<file path="src/rtl/int_sequencer.sv">
// int_sequencer: interrupt entry sequencer for the 5-stage pipeline.
// Waits for a safe point, drains the pipe, pushes EPC/flags, then vectors fetch to the handler.
module int_sequencer #(
  parameter logic [31:0] IVT_BASE     = 32'd0,
  parameter int unsigned DRAIN_CYCLES = 3
) (
  input  logic        clk,
  input  logic        rst,
  input  logic        int_req,
  input  logic [1:0]  int_index,
  input  logic        stall_in,
  input  logic        branch_in_flight,
  input  logic [31:0] epc_in,
  input  logic [3:0]  flags_in,
  input  logic        mem_gnt,
  input  logic [31:0] mem_rdata,
  output logic        fetch_hold,
  output logic        flush,
  output logic        mem_req,
  output logic        mem_op,
  output logic [31:0] mem_addr,
  output logic [31:0] mem_wdata,
  output logic        pc_load,
  output logic [31:0] pc_load_value,
  output logic        busy,
  output logic        int_ack
);

  localparam int unsigned XLEN  = 32;
  localparam int unsigned IDX_W = 2;
  localparam int unsigned FLG_W = 4;
  localparam int unsigned CNT_W = 4;

  localparam logic [2:0] S_IDLE     = 3'd0;
  localparam logic [2:0] S_DRAIN    = 3'd1;
  localparam logic [2:0] S_PUSH_PC  = 3'd2;
  localparam logic [2:0] S_PUSH_FLG = 3'd3;
  localparam logic [2:0] S_VECTOR   = 3'd4;
  localparam logic [2:0] S_LOAD     = 3'd5;

  logic [2:0]       state_q, state_d;
  logic [CNT_W-1:0] cnt_q, cnt_d;
  logic             prev_q;
  logic             pending_q, pending_d;
  logic [IDX_W-1:0] pend_idx_q, pend_idx_d;
  logic [IDX_W-1:0] svc_idx_q, svc_idx_d;
  logic [XLEN-1:0]  epc_q, epc_d;
  logic [FLG_W-1:0] flg_q, flg_d;
  logic [XLEN-1:0]  vec_q, vec_d;

  logic             fetch_hold_q, fetch_hold_d;
  logic             flush_q, flush_d;
  logic             mem_req_q, mem_req_d;
  logic             mem_op_q, mem_op_d;
  logic [XLEN-1:0]  mem_addr_q, mem_addr_d;
  logic [XLEN-1:0]  mem_wdata_q, mem_wdata_d;
  logic             pc_load_q, pc_load_d;
  logic [XLEN-1:0]  pc_load_value_q, pc_load_value_d;
  logic             int_ack_q, int_ack_d;

  logic             edge_c;
  logic             entry_c;

  assign edge_c  = int_req & ~prev_q;
  assign entry_c = (state_q == S_IDLE) & pending_q & ~stall_in & ~branch_in_flight;

  // Next state, data capture, and output decode from the next state so outputs leave flops.
  always_comb begin
    state_d         = state_q;
    cnt_d           = cnt_q;
    pending_d       = pending_q;
    pend_idx_d      = pend_idx_q;
    svc_idx_d       = svc_idx_q;
    epc_d           = epc_q;
    flg_d           = flg_q;
    vec_d           = vec_q;
    fetch_hold_d    = 1'b0;
    flush_d         = 1'b0;
    mem_req_d       = 1'b0;
    mem_op_d        = 1'b0;
    mem_addr_d      = '0;
    mem_wdata_d     = '0;
    pc_load_d       = 1'b0;
    pc_load_value_d = '0;
    int_ack_d       = 1'b0;

    case (state_q)
      S_IDLE: begin
        if (entry_c) begin
          state_d   = S_DRAIN;
          cnt_d     = CNT_W'(DRAIN_CYCLES - 1);
          svc_idx_d = pend_idx_q;
          epc_d     = epc_in;
        end
      end
      S_DRAIN: begin
        if (cnt_q == '0) begin
          state_d = S_PUSH_PC;
          flg_d   = flags_in;
        end else begin
          cnt_d = cnt_q - CNT_W'(1);
        end
      end
      S_PUSH_PC:  if (mem_gnt) state_d = S_PUSH_FLG;
      S_PUSH_FLG: if (mem_gnt) state_d = S_VECTOR;
      S_VECTOR: begin
        if (mem_gnt) begin
          vec_d   = mem_rdata;
          state_d = S_LOAD;
        end
      end
      S_LOAD:  state_d = S_IDLE;
      default: state_d = S_IDLE;
    endcase

    // An edge arriving on the entry cycle re-arms pending with the new index.
    if (entry_c) pending_d = 1'b0;
    if (edge_c && (!pending_q || entry_c)) begin
      pending_d  = 1'b1;
      pend_idx_d = int_index;
    end

    fetch_hold_d = (state_d != S_IDLE);
    flush_d      = (state_q == S_IDLE) && (state_d == S_DRAIN);
    mem_req_d    = (state_d == S_PUSH_PC) || (state_d == S_PUSH_FLG) || (state_d == S_VECTOR);
    mem_op_d     = (state_d == S_VECTOR);
    if (state_d == S_VECTOR)   mem_addr_d  = IVT_BASE + XLEN'({svc_idx_d, 1'b0});
    if (state_d == S_PUSH_PC)  mem_wdata_d = epc_d;
    if (state_d == S_PUSH_FLG) mem_wdata_d = XLEN'(flg_d);
    if (state_d == S_LOAD) begin
      pc_load_d       = 1'b1;
      int_ack_d       = 1'b1;
      pc_load_value_d = vec_d;
    end
  end

  always_ff @(posedge clk or posedge rst) begin
    if (rst) begin
      state_q         <= S_IDLE;
      cnt_q           <= '0;
      prev_q          <= 1'b1;
      pending_q       <= 1'b0;
      pend_idx_q      <= '0;
      svc_idx_q       <= '0;
      epc_q           <= '0;
      flg_q           <= '0;
      vec_q           <= '0;
      fetch_hold_q    <= 1'b0;
      flush_q         <= 1'b0;
      mem_req_q       <= 1'b0;
      mem_op_q        <= 1'b0;
      mem_addr_q      <= '0;
      mem_wdata_q     <= '0;
      pc_load_q       <= 1'b0;
      pc_load_value_q <= '0;
      int_ack_q       <= 1'b0;
    end else begin
      state_q         <= state_d;
      cnt_q           <= cnt_d;
      prev_q          <= int_req;
      pending_q       <= pending_d;
      pend_idx_q      <= pend_idx_d;
      svc_idx_q       <= svc_idx_d;
      epc_q           <= epc_d;
      flg_q           <= flg_d;
      vec_q           <= vec_d;
      fetch_hold_q    <= fetch_hold_d;
      flush_q         <= flush_d;
      mem_req_q       <= mem_req_d;
      mem_op_q        <= mem_op_d;
      mem_addr_q      <= mem_addr_d;
      mem_wdata_q     <= mem_wdata_d;
      pc_load_q       <= pc_load_d;
      pc_load_value_q <= pc_load_value_d;
      int_ack_q       <= int_ack_d;
    end
  end

  assign fetch_hold    = fetch_hold_q;
  assign busy          = fetch_hold_q;
  assign flush         = flush_q;
  assign mem_req       = mem_req_q;
  assign mem_op        = mem_op_q;
  assign mem_addr      = mem_addr_q;
  assign mem_wdata     = mem_wdata_q;
  assign pc_load       = pc_load_q;
  assign pc_load_value = pc_load_value_q;
  assign int_ack       = int_ack_q;

endmodule

</file>
<file path="config.mk">
export PLATFORM = sky130hd
export DESIGN_NAME = int_sequencer
export DESIGN_NICKNAME = d
export VERILOG_FILES = /design/src/rtl/int_sequencer.sv
export SDC_FILE = /design/constraint.sdc
export NUM_CORES = 1
export LEC_CHECK = 0
export ABC_AREA = 1
export BUFFER_PORTS_ARGS = -buffer_cell sky130_fd_sc_hd__buf_2
export CAP_MARGIN = 20
export CORE_MARGIN = 4
export CORE_UTILIZATION = 48
export CTS_CLUSTER_DIAMETER = 80
export CTS_CLUSTER_SIZE = 28
export DETAILED_ROUTE_END_ITERATION = 10
export PLACE_DENSITY_LB_ADDON = 0.1
export SETUP_SLACK_MARGIN = 0.02
export SLEW_MARGIN = 30
export SYNTH_ARGS = -nofsm -noshare
export SYNTH_HDL_FRONTEND = slang
export SYNTH_SLANG_ARGS = --single-unit
</file>
<file path="constraint.sdc">
create_clock -name clk -period 5.19 [get_ports clk]
set_clock_uncertainty 0.15 [all_clocks]
set_input_delay 0.7785 -clock clk [delete_from_list [all_inputs] [get_ports clk]]
set_output_delay 0.7785 -clock clk [all_outputs]
set_load 0.02 [all_outputs]
</file>
=== Yosys cells after proc, flatten, opt, wreduce, memory -nomap -nowiden ===
Index checks and enable logic that the tools add are counted.

* Flip-flop bits (word level): 182
* Output and inout port bits: 103
* Logic and storage cells: 72

* Add/sub/neg operators: 1
* Equality and inequality tests: 11
* Multiplexer cells: 24
* Bitwise operators: 7
* Reduce and logical (&&, ||, !) cells: 12

{| class="wikitable"
|+ Operators by type and width
! kind !! number
|-
| 2-to-1 mux 32 bit || 7
|-
| 2-to-1 mux 3 bit || 6
|-
| 2-to-1 mux 4 bit || 4
|-
| one-hot mux 3 bit (5 select lines) || 1
|-
| == test 3 x 2 -> 1 bit, second input constant || 4
|-
| == test 3 bit, second input constant || 3
|-
| one-hot mux 4 bit (2 select lines) || 1
|-
| == test 3 x 1 -> 1 bit, second input constant || 2
|-
| AND 1 bit || 4
|-
| logical NOT 4 bit || 1
|-
| 2-to-1 mux 2 bit || 2
|-
| inequality test 2 bit, second input constant || 2
|-
| nonzero test 2 bit || 2
|-
| subtractor 4 x 1 -> 4 bit, second input constant || 1
|-
| logical NOT 3 bit || 1
|-
| logical OR 1 bit || 3
|-
| 2-to-1 mux 1 bit || 3
|-
| inverter 1 bit || 3
|-
| AND reduction 3 bit || 1
|-
| nonzero test 3 bit || 1
|-
| logical AND 1 bit || 2
|-
| logical NOT 1 bit || 1
|}

=== Logic depth before layout (Yosys ltp) ===
* Word-level depth: 9
* Mapped depth: 10
* Mapped depth without buffers: 10

=== Least setup slack after synthesis ===
OpenSTA, ideal clock, no wires.

* Path type: input to register
* From: in stall_in
* To: reg mem_wdata_q[20] (netlist: mem_wdata[20])
* Data arrival time: 1580 ps
* Required time: 4924 ps
* Slack: 3344 ps
* Cell stages on the path: 9
* Buffers on the path: 1
* Cells stage by stage: inv_1 nand2_1 nor2_2 nand2_8 nand2_4 nor2_8 nand2_4 buf_6 nor2_1

* Longest elaborated chain between the ends: 8

{| class="wikitable"
|+ Ends and longest elaborated chain
! element !! RTL line !! source
|-
| start, declared || 11 || <nowiki>input logic stall_in,</nowiki>
|-
| inverter 1 bit (*) || 65 || <nowiki>assign entry_c = (state_q == S_IDLE) & pending_q & ~stall_in & ~branch_in_flight;</nowiki>
|-
| AND 1 bit (*) (2 in a row) || 65 ||
|-
| 2-to-1 mux 3 bit || 89 || <nowiki>if (entry_c) begin</nowiki>
|-
| one-hot mux 3 bit (5 select lines) || 87 || <nowiki>case (state_q)</nowiki>
|-
| == test 3 x 2 -> 1 bit || 128 || <nowiki>if (state_d == S_PUSH_PC) mem_wdata_d = epc_d;</nowiki>
|-
| 2-to-1 mux 32 bit || 128 ||
|-
| 2-to-1 mux 32 bit (*) || 129 || <nowiki>if (state_d == S_PUSH_FLG) mem_wdata_d = XLEN'(flg_d);</nowiki>
|-
| via mem_wdata_d[20] || 56 || <nowiki>logic [XLEN-1:0] mem_wdata_q, mem_wdata_d;</nowiki>
|-
| end signal, assigned || 172 || <nowiki>mem_wdata_q <= mem_wdata_d;</nowiki>
|-
| end, declared || 56 ||
|}

Mark *: on every way through the listed nets, which the timed path passes. The rest lies on a longest branch.
A chain may end at the register's enable or synchronous reset.

=== Worst setup path in the final report ===
* From: reg state_q[1]
* To: reg mem_wdata_q[5] (netlist: mem_wdata[5])

* Longest elaborated chain between the ends: 9

{| class="wikitable"
|+ Ends and longest elaborated chain
! element !! RTL line !! source
|-
| start, declared || 41 || <nowiki>logic [2:0] state_q, state_d;</nowiki>
|-
| start signal, assigned || 158 || <nowiki>state_q <= state_d;</nowiki>
|-
| logical NOT 3 bit || 65, 87 ||
|-
| AND 1 bit (3 in a row) || 65 ||
|-
| 2-to-1 mux 3 bit || 89 ||
|-
| one-hot mux 3 bit (5 select lines) || 87 ||
|-
| == test 3 x 2 -> 1 bit || 128 ||
|-
| 2-to-1 mux 32 bit || 128 ||
|-
| 2-to-1 mux 32 bit (*) || 129 ||
|-
| via mem_wdata_d[5] || 56 ||
|}

Marked as above.

==> flow_metrics.env <==
export IMPL_status="completed"
export IMPL_drt_initial_drc_count=173
export IMPL_drive_gt1_frac=0.315
export IMPL_ys_seq_area_frac=0.635
export IMPL_die_h_um=107
export IMPL_syn_avg_cell_area_um2=9.73
export IMPL_grt_overflow=0
export IMPL_port_buffers=148
export IMPL_track_usage=0.174
export IMPL_diodes=0
export IMPL_hpwl_mm=6.77
export IMPL_fmaxAchievable_mhz=433
export IMPL_tns_ns=0
export IMPL_final_hold_viol_count=0
export IMPL_floorplan_initialDensity=0.502
export IMPL_wl_per_cell_um=12.4
export IMPL_cap_violations=0
export IMPL_pre_cts_ws_ns=2.61
export IMPL_cts_sinks=120
export IMPL_final_util=0.638
export IMPL_powerDensity_nw_per_um2=522
export IMPL_postRouteAntennaNets=0
export IMPL_htree_levels=4
export IMPL_drt_wl_total_mm=9.68
export IMPL_worst_slew_pin_slew_ns=0.681
export IMPL_setup_ws_ns=2.88
export IMPL_crit_chain="nor2_1 -> nand3_2 -> nand3_2 -> nor2_8 -> nand2_4 -> nor2_1"
export IMPL_synth_async_reset_ratio=1.00
export IMPL_cp_required_ns=5.40
export IMPL_rsz0062_at_grt="no"
export IMPL_arrival_ns=2.51
export IMPL_timing_final_crit_period_ns=2.31
export IMPL_whs_ns=0.252
export IMPL_cp_slowest_cell="nand3_2"
export IMPL_timing_final_setup_violations=0
export IMPL_dieArea_um2=11500
export IMPL_drcViolationCount=0
export IMPL_endpoint_kind="register"
export IMPL_synth_cell_types=28
export IMPL_syn_inst=486
export IMPL_slowest_delay_ns=0.55
export IMPL_yosysWarnings=0
export IMPL_syn_to_final_growth_pct=27.0
export IMPL_cts_buffers_inserted=17
export IMPL_p_leak_uw=0.00369
export IMPL_vias=3278
export IMPL_syn_area_um2=4730
export IMPL_vias_per_cell=4.21
export IMPL_rows=35
export IMPL_antenna_found_initial=0
export IMPL_slew_violations=0
export IMPL_maxSlewHeadroom=0.545
export IMPL_r2r_setup_slack_ns=2.88
export IMPL_postCtsSetupBuffers=0
export IMPL_crit_path_max_fanout=34
export IMPL_coreArea_um2=9420
export IMPL_cp_top_family="simple AND/OR/NAND/NOR gates"
export IMPL_place_gp_congestion=0.806
export IMPL_io_pins=179
export IMPL_total_power_uw=3130
export IMPL_start_kind="register"
export IMPL_first_pass_iters=4
export IMPL_ys_ff_latch=120
export IMPL_peakVddDrop_mv=0.330
export IMPL_root_buffer="clkbuf_8"
export IMPL_clock_path_buffers=2
export IMPL_synth_ff_type="dfrtp_1"
export IMPL_path_class="reg -> reg"
export IMPL_path_clk_slew_ns=0.05
export IMPL_clk_latency_ns=0.49
export IMPL_period_share=0.445
export IMPL_cp_num_buf_inv=0
export IMPL_nets=716
export IMPL_cts_repair_resized=0
export IMPL_die_w_um=107
export IMPL_grt_pass1_wl_mm=15.5
export IMPL_cts_tree="done"
export IMPL_grt_pass1_vias=3188
export IMPL_synth_edf_count=0
export IMPL_grt_max_degree=78
export IMPL_min_path_type="in -> reg"
export IMPL_cts_hold_buffers_added=0
## power breakdown
part | internal (µW) | leakage, µW | switching, µW
clock network | 724 | 0.000268 | 400
logic | 238 | 0.00183 | 528
registers | 1160 | 0.00159 | 76.9
total | 2130 | 0.00369 | 1000
## cells in the mapped netlist (2+ instances only)
library cell | count | area [µm²]
clkbuf_2 | 2 | 10.0
nand2_2 | 4 | 25.0
ha_1 | 2 | 25.0
dfrtp_1 | 119 | 2980
nor2_2 | 9 | 56.3
or2_2 | 3 | 18.8
nor2_1 | 62 | 233
buf_6 | 3 | 33.8
buf_2 | 7 | 35.0
nand2_1 | 71 | 267
inv_1 | 108 | 405
nand3_2 | 3 | 30.0
nand2_4 | 2 | 22.5
buf_4 | 32 | 240
nand3_1 | 11 | 55.1
o21ai_0 | 36 | 180
## logic make-up (layout without fill, tap and decap cells)
logic type	after synthesis	count (layout)	synth area share
and+or+nand+nor	171	171	0.163
buffers and inverters	154	289	0.155
DFF	120	120	0.635
AOI/OAI and AO/OA	38	38	0.0405
adders and majority gates	2	2	0.00529
other	1	30	0.000793
## worst reg2reg max path: stages (launching register included)
cell and delay, ns:
dfrtp_1 0.44, nor2_1 0.20, nand3_2 0.55, nand3_2 0.36, nor2_8 0.08, nand2_4 0.28
nor2_1 0.12
## stage by stage
| stage | cell area, µm² | std cells |
|---|---|---|
| 2_1_floorplan | 4840 | 515 |
| 3_3_place_gp | 5430 | 748 |
| 3_5_place_dp | 5430 | 748 |
| 4_1_cts | 6000 | 779 |
| 5_1_grt | 6000 | 779 |
| 6_report | 6000 | 779 |
## per-layer routing
| metal | vias up | GRT usage | part of all wire |
|---|---|---|---|
| li1 | 1657 | - | - |
| met1 | 1512 | 0.226 | 0.43 |
| met2 | 107 | 0.285 | 0.50 |
| met3 | 2 | 0.0540 | 0.063 |
| met4 | 0 | 0.0447 | 0.0030 |
| met5 | - | 0 | 0 |
## sequential cells by signal, indices dropped and copies added (netlist names)
register,count
mem_wdata,32
state_q,3
mem_addr,2
busy,1
epc_q,32
svc_idx_q,2
flush,1
cnt_q,4
pend_idx_q,2
mem_req,1
pc_load_value,32
pending_q,1
mem_op,1
int_ack,1
flg_q,4
prev_q,1
## final cells by class
type | instances | area (µm²)
fillers | 807 | 3410
clock buffers | 18 | 418
multi-input cells | 241 | 1100
clock inverters | 13 | 156
repair buffers | 149 | 748
inverters | 109 | 414
flip-flops and latches | 120 | 3000
well taps | 129 | 161
## layout by cell type (no fill, tap or decap), types with 2 or more instances in the layout
cell        count
buf_2         148
bufinv_16       3
clkbuf_16      16
clkinv_2        4
clkinvlp_4      5
conb_1         30
dfrtp_1       119
ha_1            2
inv_1         107
nand2_1        71
nand2_2         4
nand2_4         2
nand3_1        11
nand3_2         3
nor2_1         62
nor2_2          9
o21ai_0        36
or2_2           3
## final timing paths
| kind | startpoint | end | cells after the start |
|---|---|---|---|
| min reg2reg | flg_q[0] | flg_q[0] | 2 |
| max | state_q[1] | mem_wdata[5] | 6 |
| min in group asynchronous | rst | epc_q[20] | 2 |
| max reg2reg | state_q[1] | mem_wdata[5] | 6 |
| min | int_req | prev_q | 1 |
| max in group asynchronous | rst | prev_q | 3 |
(Power assumes the default switching activity.)
